<file path="src/rtl/regfile_wb_ctrl.sv">
// Register file write-port controller: merges MEM/WB and slow-unit results into
// one registered write per cycle, with a slow-result FIFO and busy scoreboard.
module regfile_wb_ctrl #(
  parameter int DATA_W     = 16,
  parameter int ADDR_W     = 4,
  parameter int ZERO_ADDR  = 0,
  parameter int FIFO_DEPTH = 2,
  parameter int STARVE_MAX = 4
) (
  input  logic                 clk,
  input  logic                 rst,
  input  logic                 pipe_we_i,
  input  logic [ADDR_W-1:0]    pipe_waddr_i,
  input  logic [DATA_W-1:0]    pipe_wdata_i,
  input  logic                 slow_valid_i,
  output logic                 slow_ready_o,
  input  logic [ADDR_W-1:0]    slow_waddr_i,
  input  logic [DATA_W-1:0]    slow_wdata_i,
  input  logic                 issue_valid_i,
  input  logic [ADDR_W-1:0]    issue_waddr_i,
  output logic [2**ADDR_W-1:0] busy_o,
  output logic                 hold_o,
  output logic                 conflict_o,
  output logic                 wEnable_o,
  output logic [ADDR_W-1:0]    wAddr_o,
  output logic [DATA_W-1:0]    wData_o
);

  localparam int PW    = (FIFO_DEPTH > 1) ? $clog2(FIFO_DEPTH) : 1;
  localparam int CW    = PW + 1;
  localparam int SW    = $clog2(STARVE_MAX + 1);
  localparam int NREG  = 2 ** ADDR_W;
  localparam logic [ADDR_W-1:0] ZERO = ADDR_W'(ZERO_ADDR);

  logic [ADDR_W-1:0] fifo_addr_mem [FIFO_DEPTH];
  logic [DATA_W-1:0] fifo_data_mem [FIFO_DEPTH];
  logic [PW-1:0]     rd_ptr_reg, wr_ptr_reg;
  logic [CW-1:0]     count_reg, count_next;
  logic [SW-1:0]     starve_reg;
  logic [NREG-1:0]   busy_reg, busy_next;
  logic              wen_reg, conflict_reg;
  logic [ADDR_W-1:0] waddr_reg;
  logic [DATA_W-1:0] wdata_reg;

  logic              fifo_empty, push, pop, pipe_win;
  logic [ADDR_W-1:0] head_addr;
  logic [DATA_W-1:0] head_data;

  assign fifo_empty   = (count_reg == '0);
  assign slow_ready_o = !rst && (count_reg < CW'(FIFO_DEPTH));
  // Zero-register results are consumed without occupying a slot.
  assign push         = slow_valid_i && slow_ready_o && (slow_waddr_i != ZERO);
  assign hold_o       = (starve_reg >= SW'(STARVE_MAX)) && !fifo_empty;
  assign head_addr    = fifo_addr_mem[rd_ptr_reg];
  assign head_data    = fifo_data_mem[rd_ptr_reg];

  always_comb begin
    pop      = 1'b0;
    pipe_win = 1'b0;
    if (hold_o) begin
      pop = 1'b1;
    end else if (pipe_we_i && (pipe_waddr_i != ZERO)) begin
      pipe_win = 1'b1;
    end else if (!fifo_empty) begin
      pop = 1'b1;
    end
  end

  always_comb begin
    count_next = count_reg;
    if (push && !pop) count_next = count_reg + CW'(1);
    else if (!push && pop) count_next = count_reg - CW'(1);
  end

  // Set beats clear when issue and writeback hit the same register.
  for (genvar gi = 0; gi < NREG; gi++) begin : g_busy
    assign busy_next[gi] =
        (issue_valid_i && (issue_waddr_i != ZERO) && (issue_waddr_i == ADDR_W'(gi))) ||
        (busy_reg[gi] && !(pop && (head_addr == ADDR_W'(gi))));
  end

  always_ff @(posedge clk) begin
    if (push) begin
      fifo_addr_mem[wr_ptr_reg] <= slow_waddr_i;
      fifo_data_mem[wr_ptr_reg] <= slow_wdata_i;
    end
  end

  always_ff @(posedge clk) begin
    if (rst) begin
      rd_ptr_reg   <= '0;
      wr_ptr_reg   <= '0;
      count_reg    <= '0;
      starve_reg   <= '0;
      busy_reg     <= '0;
      wen_reg      <= 1'b0;
      waddr_reg    <= '0;
      wdata_reg    <= '0;
      conflict_reg <= 1'b0;
    end else begin
      if (push) wr_ptr_reg <= wr_ptr_reg + PW'(1);
      if (pop)  rd_ptr_reg <= rd_ptr_reg + PW'(1);
      count_reg <= count_next;
      if (fifo_empty || pop) starve_reg <= '0;
      else if (starve_reg != SW'(STARVE_MAX)) starve_reg <= starve_reg + SW'(1);
      busy_reg     <= busy_next;
      wen_reg      <= pop || pipe_win;
      waddr_reg    <= pop ? head_addr : (pipe_win ? pipe_waddr_i : '0);
      wdata_reg    <= pop ? head_data : (pipe_win ? pipe_wdata_i : '0);
      conflict_reg <= pipe_win && busy_reg[pipe_waddr_i];
    end
  end

  assign busy_o     = busy_reg;
  assign conflict_o = conflict_reg;
  assign wEnable_o  = wen_reg;
  assign wAddr_o    = waddr_reg;
  assign wData_o    = wdata_reg;

endmodule

</file>
<file path="config.mk">
export PLATFORM = sky130hd
export DESIGN_NAME = regfile_wb_ctrl
export DESIGN_NICKNAME = d
export VERILOG_FILES = /design/src/rtl/regfile_wb_ctrl.sv
export SDC_FILE = /design/constraint.sdc
export NUM_CORES = 1
export LEC_CHECK = 0
export ABC_AREA = 0
export CORE_UTILIZATION = 35
export DETAILED_ROUTE_END_ITERATION = 7
export HOLD_SLACK_MARGIN = 0.08
export SYNTH_ARGS = -nofsm -noshare
export SYNTH_HDL_FRONTEND = slang
export SYNTH_SLANG_ARGS = --single-unit
</file>
<file path="constraint.sdc">
create_clock -name clk -period 2.3 [get_ports clk]
set_input_delay 0.46 -clock clk [delete_from_list [all_inputs] [get_ports clk]]
set_output_delay 0.46 -clock clk [all_outputs]
set_load 0.05 [all_outputs]
</file>
After elaboration in Yosys (flattened, before gate mapping)
Memory sizes are Yosys's and may differ from the RTL's. A register that Yosys moved wholly into a read port is not among the register bits.
Cells that the tools add are included.
{"block": "classes", "addsub": 5, "multipliers": 0, "div": 0, "magnitude_cmp": 3, "eq_ne": 31, "shifts": 0, "n_mux": 19, "bitwise": 0, "reduce_logical": 103}
{"cell": "equality test 4 bit, second input constant", "n": 16}
{"cell": "logical AND 1 bit", "n": 57}
{"cell": "equality test 4 x 3 -> 1 bit, second input constant", "n": 8}
{"cell": "2-to-1 mux 16 bit", "n": 2}
{"cell": "logical NOT 1 bit", "n": 20}
{"cell": "logical OR 1 bit", "n": 18}
{"cell": "equality test 4 x 2 -> 1 bit, second input constant", "n": 4}
{"cell": "2-to-1 mux 1 bit", "n": 12}
{"cell": "nonzero test 4 bit", "n": 3}
{"cell": "equality test 4 x 1 -> 1 bit, second input constant", "n": 2}
{"cell": "logical NOT 4 bit", "n": 2}
{"cell": "2-to-1 mux 4 bit", "n": 2}
{"cell": "less-than comparator 4 x 5 -> 1 bit, second input constant", "n": 1}
{"cell": "binary-select mux 1 bit (select 4 bit)", "n": 1}
{"cell": "2-to-1 mux 2 bit", "n": 2}
{"cell": "adder 3 x 1 -> 3 bit, second input constant", "n": 1}
{"cell": ">= comparator 3 bit, second input constant", "n": 1}
{"cell": "inequality test 3 bit, second input constant", "n": 1}
{"cell": "adder 1 bit, second input constant", "n": 2}
{"cell": "adder 2 x 1 -> 2 bit, second input constant", "n": 1}
{"cell": "logical NOT 2 bit", "n": 1}
{"cell": "less-than comparator 2 bit, second input constant", "n": 1}
{"cell": "nonzero test 2 bit", "n": 1}
{"cell": "OR reduction 2 bit", "n": 1}
{"cell": "subtractor 2 x 1 -> 2 bit, second input constant", "n": 1}
{"block": "word_totals", "regBits": 45, "latch_bits": 0, "mem_bits_rw": 40, "romBits": 0, "inputBits": 49, "word_cells": 172, "memories": 2}
{"name": "fifo_data_mem", "words": 2, "word_bits": 16, "read_ports": 1, "rd_clocked_by_memory_dff": 1, "write_ports": 1, "line_no": "36", "rtl": "logic [DATA_W-1:0] fifo_data_mem [FIFO_DEPTH];"}
{"name": "fifo_addr_mem", "words": 2, "word_bits": 4, "read_ports": 1, "rd_clocked_by_memory_dff": 1, "write_ports": 1, "line_no": "35", "rtl": "logic [ADDR_W-1:0] fifo_addr_mem [FIFO_DEPTH];"}

Depth between registers and ports, before layout
{"block": "logic_depth", "ltp_word": 8, "depth_mapped": 8, "mapped_depth_nobuf": 6}

Least setup slack after synthesis
No wires, ideal clock.
{"block": "synth_timing", "kind": "input port to flip-flop", "from": "input port rst", "to": "memory fifo_addr_mem[0][0], enable pin", "setup_ns": 0.399, "t_arrival_ns": 2.603, "path_slack_ns": -0.702, "path_stages": 4, "path_buffers": 1, "path_cell_list": "clkbuf_1 > nor2_1 > and3_1 > nor2b_1"}
{"block": "synth_between", "elab_chain_len": 6}
{"element": "start, declared", "line_no": "11", "rtl": "input logic rst,"}
{"element": "logical NOT 1 bit", "line_no": "50", "rtl": "assign slow_ready_o = !rst && (count_reg < CW'(FIFO_DEPTH));"}
{"element": "logical AND 1 bit", "line_no": "50"}
{"element": "via slow_ready_o", "line_no": "16", "rtl": "output logic slow_ready_o,"}
{"element": "logical AND 1 bit (2 in series)", "line_no": "52", "rtl": "assign push = slow_valid_i && slow_ready_o && (slow_waddr_i != ZERO);"}
{"element": "2-to-1 mux 1 bit", "line_no": "83", "rtl": "if (push) begin"}
{"element": "2-to-1 mux 1 bit (not written as such)", "line_no": "84", "rtl": "fifo_addr_mem[wr_ptr_reg] <= slow_waddr_i;"}
{"element": "end, declared", "line_no": "35"}
The timed path passes the listed nets, and every way through them passes these cells.

Worst setup path in the final report
{"block": "layout_timing", "from": "input port slow_waddr_i[1]", "to": "register count_reg[1]"}
{"block": "layout_between", "elab_chain_len": 5, "elab_cells_between_ends": 7, "classes_between": "mux: 1; reduce/logical: 6"}
{"element": "start, declared", "line_no": "17", "rtl": "input logic [ADDR_W-1:0] slow_waddr_i,"}
{"element": "nonzero test 4 bit *", "line_no": "52"}
{"element": "logical AND 1 bit *", "line_no": "52"}
{"element": "logical NOT 1 bit", "line_no": "72", "rtl": "else if (!push && pop) count_next = count_reg - CW'(1);"}
{"element": "logical AND 1 bit", "line_no": "72"}
{"element": "nonzero test 2 bit (no line)"}
{"element": "end signal, assigned", "line_no": "103", "rtl": "count_reg <= count_next;"}
{"element": "end, declared", "line_no": "38", "rtl": "logic [CW-1:0] count_reg, count_next;"}
Mark *: on every way between the ends. The rest lies on a longest branch, timed or not.
A chain may end at the register's enable or synchronous reset.

==> flow_summary.yaml <==
synthesis:
  yosys_warnings: 0
  ys_async_sr_fraction_pct: 0
  synth-edff-count: 40
  synthTopCellsByArea: "edfxtp_1, dfxtp_1, mux2i_1"
  yosys.area.top_type: "edfxtp_1"
  synth_seq_cells: 86
  synth_top_area_share_pct: 35.71
  ys.flop_type: "dfxtp_1"
  syn_avg_cell_area_um2: 12.99
  ys_seq_area_share_pct: 63.10
  synth_cells: 259
  yosysMostFrequentCell: "dfxtp_1"
  syn_area_um2: 3363
  yosysUniqueCellTypes: 45
  syn_nets: 311
  synth_common_cells: "dfxtp_1, edfxtp_1, mux2i_1"
drt:
  wl_met2_mm: 3.614
  top_layer_used: "met4"
  wl_per_cell_um: 14.84
  drcViolationCount: 0
  firstDrtPassIters: 4
  wl_mm: 7.362
  met1Wirelength_mm: 3.214
  viasPerCell: 4.804
  vias: 2383
  ant_nets: 0
  drtIter0Drc: 99
  met3WireLength_um: 358
power_and_ir_drop:
  p_seq_share_pct: 45.5
  ir_drop_mv: 0.5867
  p_clk_share_pct: 26.2
  p_comb_share_pct: 28.3
  p_leak_uw: 0.001625
  p_sw_share_pct: 31.99
  switching_power_uw: 1288
  p_int_uw: 2739
  p_per_area_nw_per_um2: 859.3
clocking:
  cts-root-buf: "clkbuf_8"
  postCtsHoldBufs: 0
  post_cts_buffers: 0
  cts_buffers: 9
  cts_resized: 0
  tritoncts: "done"
  cts_buffer_depth: 2
  cts_sinks: 86
  clk_latency_ns: 0.35
  h-tree-depth: 3
  clkTransAtPathRegs_ns: 0.08
worst_setup_path:
  arrival_ns: 2.39
  slowest_delay_ns: 0.52
  cp.required_ns: 2.58
  worstSetupPathType: "input pin to flop"
  cpMaxStageDelayCell: "or4_1"
  worstPathMaxFanout: 2
  cp-start-kind: "input pin"
  worstSetupEndpointType: "flop"
  path_cells: "clkdlybuf4s50_1 > or4_1 > and3_1 > ha_1 > xor2_1 > or3_1 > a21oi_1"
sta:
  finalSetupViolCount: 0
  worst_slew_pin_slew_ns: 0.6071
  final_hold_viol_count: 0
  fin_skew_ns: 0.009583
  fmax_mhz: 473.9
  timing.final.crit_share_pct: 91.75
  slew_headroom_pct: 59.44
  rsz0062_at_grt: "no"
  layout_min_cycle_time_ns: 2.110
  finalMaxSlewViolations: 0
  fin_ws_ns: 0.1898
floorplan:
  die-area_um2: 10010
  core_um2: 9284
  ioPinCount: 89
  die_h_um: 100.0
  rows: 35
  start_util_pct: 36.23
  fp.dieW_um: 100.0
place:
  hpwl_mm: 5.315
  port_buffers: 88
  dp_slack_ns: -0.1944
  routabilityCongestion: 0.8011
global_route:
  grt_pass1_vias: 2401
  grt_max_degree: 27
  grt_use_total_pct: 15.45
  antenna_found_initial: 0
  grt_pass1_wl_mm: 11.54
  overflow: 0
finish:
  final_nets: 414
  post-route-util_pct: 50.49
  regMostFlops: "fifo_data_mem"
  area_delta_synth_final_pct: 39.36
  diodes: 0
  drive_gt1_share_pct: 12.81
  largest_reg_flops: 32
run:
  maxCapViolCount: 0
min_path:
  worstHoldPathType: "flop to flop"
status:
  status: "finished clean"
power by group through the flow:
stage	sequential, uW	combinational, uW	clock (uW)
final	1830	1140	1050
after global routing	1860	1220	1140
after CTS	1840	1150	1080
after detailed placement	1870	1150	0
after global placement	1870	1130	0
after floorplan	2070	540	0
metal layers:
| layer | vias to the layer above | global-route usage [%] |
|---|---|---|
| li1 | 1171 | - |
| met1 | 1123 | 19.50 |
| met2 | 76 | 25.41 |
| met3 | 13 | 2.646 |
| met4 | 0 | 8.361 |
| met5 | - | 0 |
logic make-up (layout without fill, tap and decap cells):
kind of cell | count (synthesis) | in the layout | synth area share, %
multiplexers | 26 | 26 | 8.928
buffers and inverters | 17 | 125 | 2.864
AND/OR/NAND/NOR | 64 | 64 | 10.31
adder cells (fa/ha/maj) | 3 | 3 | 1.116
AO/OA/AOI/OAI | 59 | 59 | 12.65
XOR/XNOR | 4 | 4 | 1.042
flip-flops | 86 | 86 | 63.10
area by class of cell:
| class | count | area [um2] |
|---|---|---|
| sequential | 86 | 2122 |
| tap | 129 | 161.4 |
| clock inverter | 6 | 71.32 |
| clock buffer | 10 | 127.6 |
| multi-input combinational | 156 | 1161 |
| fill | 842 | 4597 |
| inverter | 4 | 15.01 |
| timing repair buffer | 105 | 1028 |
through the flow:
step                TNS [ns]  total power, uW  hold slack, ns  cell area, um2  cells
floorplan                  0             2607          0.4725            3374    259
global placement      -1.872             2993          0.4810            4488    480
detailed placement    -2.904             3016          0.4924            4488    480
CTS                        0             4068          0.5038            4687    496
global route               0             4221          0.5239            4687    496
finish                     0             4028          0.5037            4687    496
cells in the final DEF, fill, tap and decap left out, types with 4 or more instances in the layout:
master,count
o21ai_0,5
nand2_1,19
nor2b_1,7
a21oi_1,14
inv_1,4
clkbuf_8,9
and2_1,4
clkdlybuf4s50_1,86
buf_4,17
nand3_1,4
nor2_1,9
o2bb2ai_1,20
dfxtp_1,46
edfxtp_1,40
o31ai_1,11
mux2i_1,21
critical path, delay by kind of cell:
family | cells | cell delay (ns)
simple gates | 3 | 1.03
buf+inv | 1 | 0.41
xor+xnor | 1 | 0.14
compound gates | 1 | 0.15
fa+ha+maj | 1 | 0.19
worst paths after layout:
path                        start                    to  slack (ns)  depth (start not counted)
setup / recovery  slow_waddr_i[1]          count_reg[1]        0.19                          7
hold / removal         busy_o[10]            busy_o[10]        0.50                          2
setup reg to reg     count_reg[1]  fifo_data_mem[0][13]        0.60                          4
hold reg to reg        busy_o[10]            busy_o[10]        0.50                          2
No activity file was read; power rests on OpenSTA's default activity.
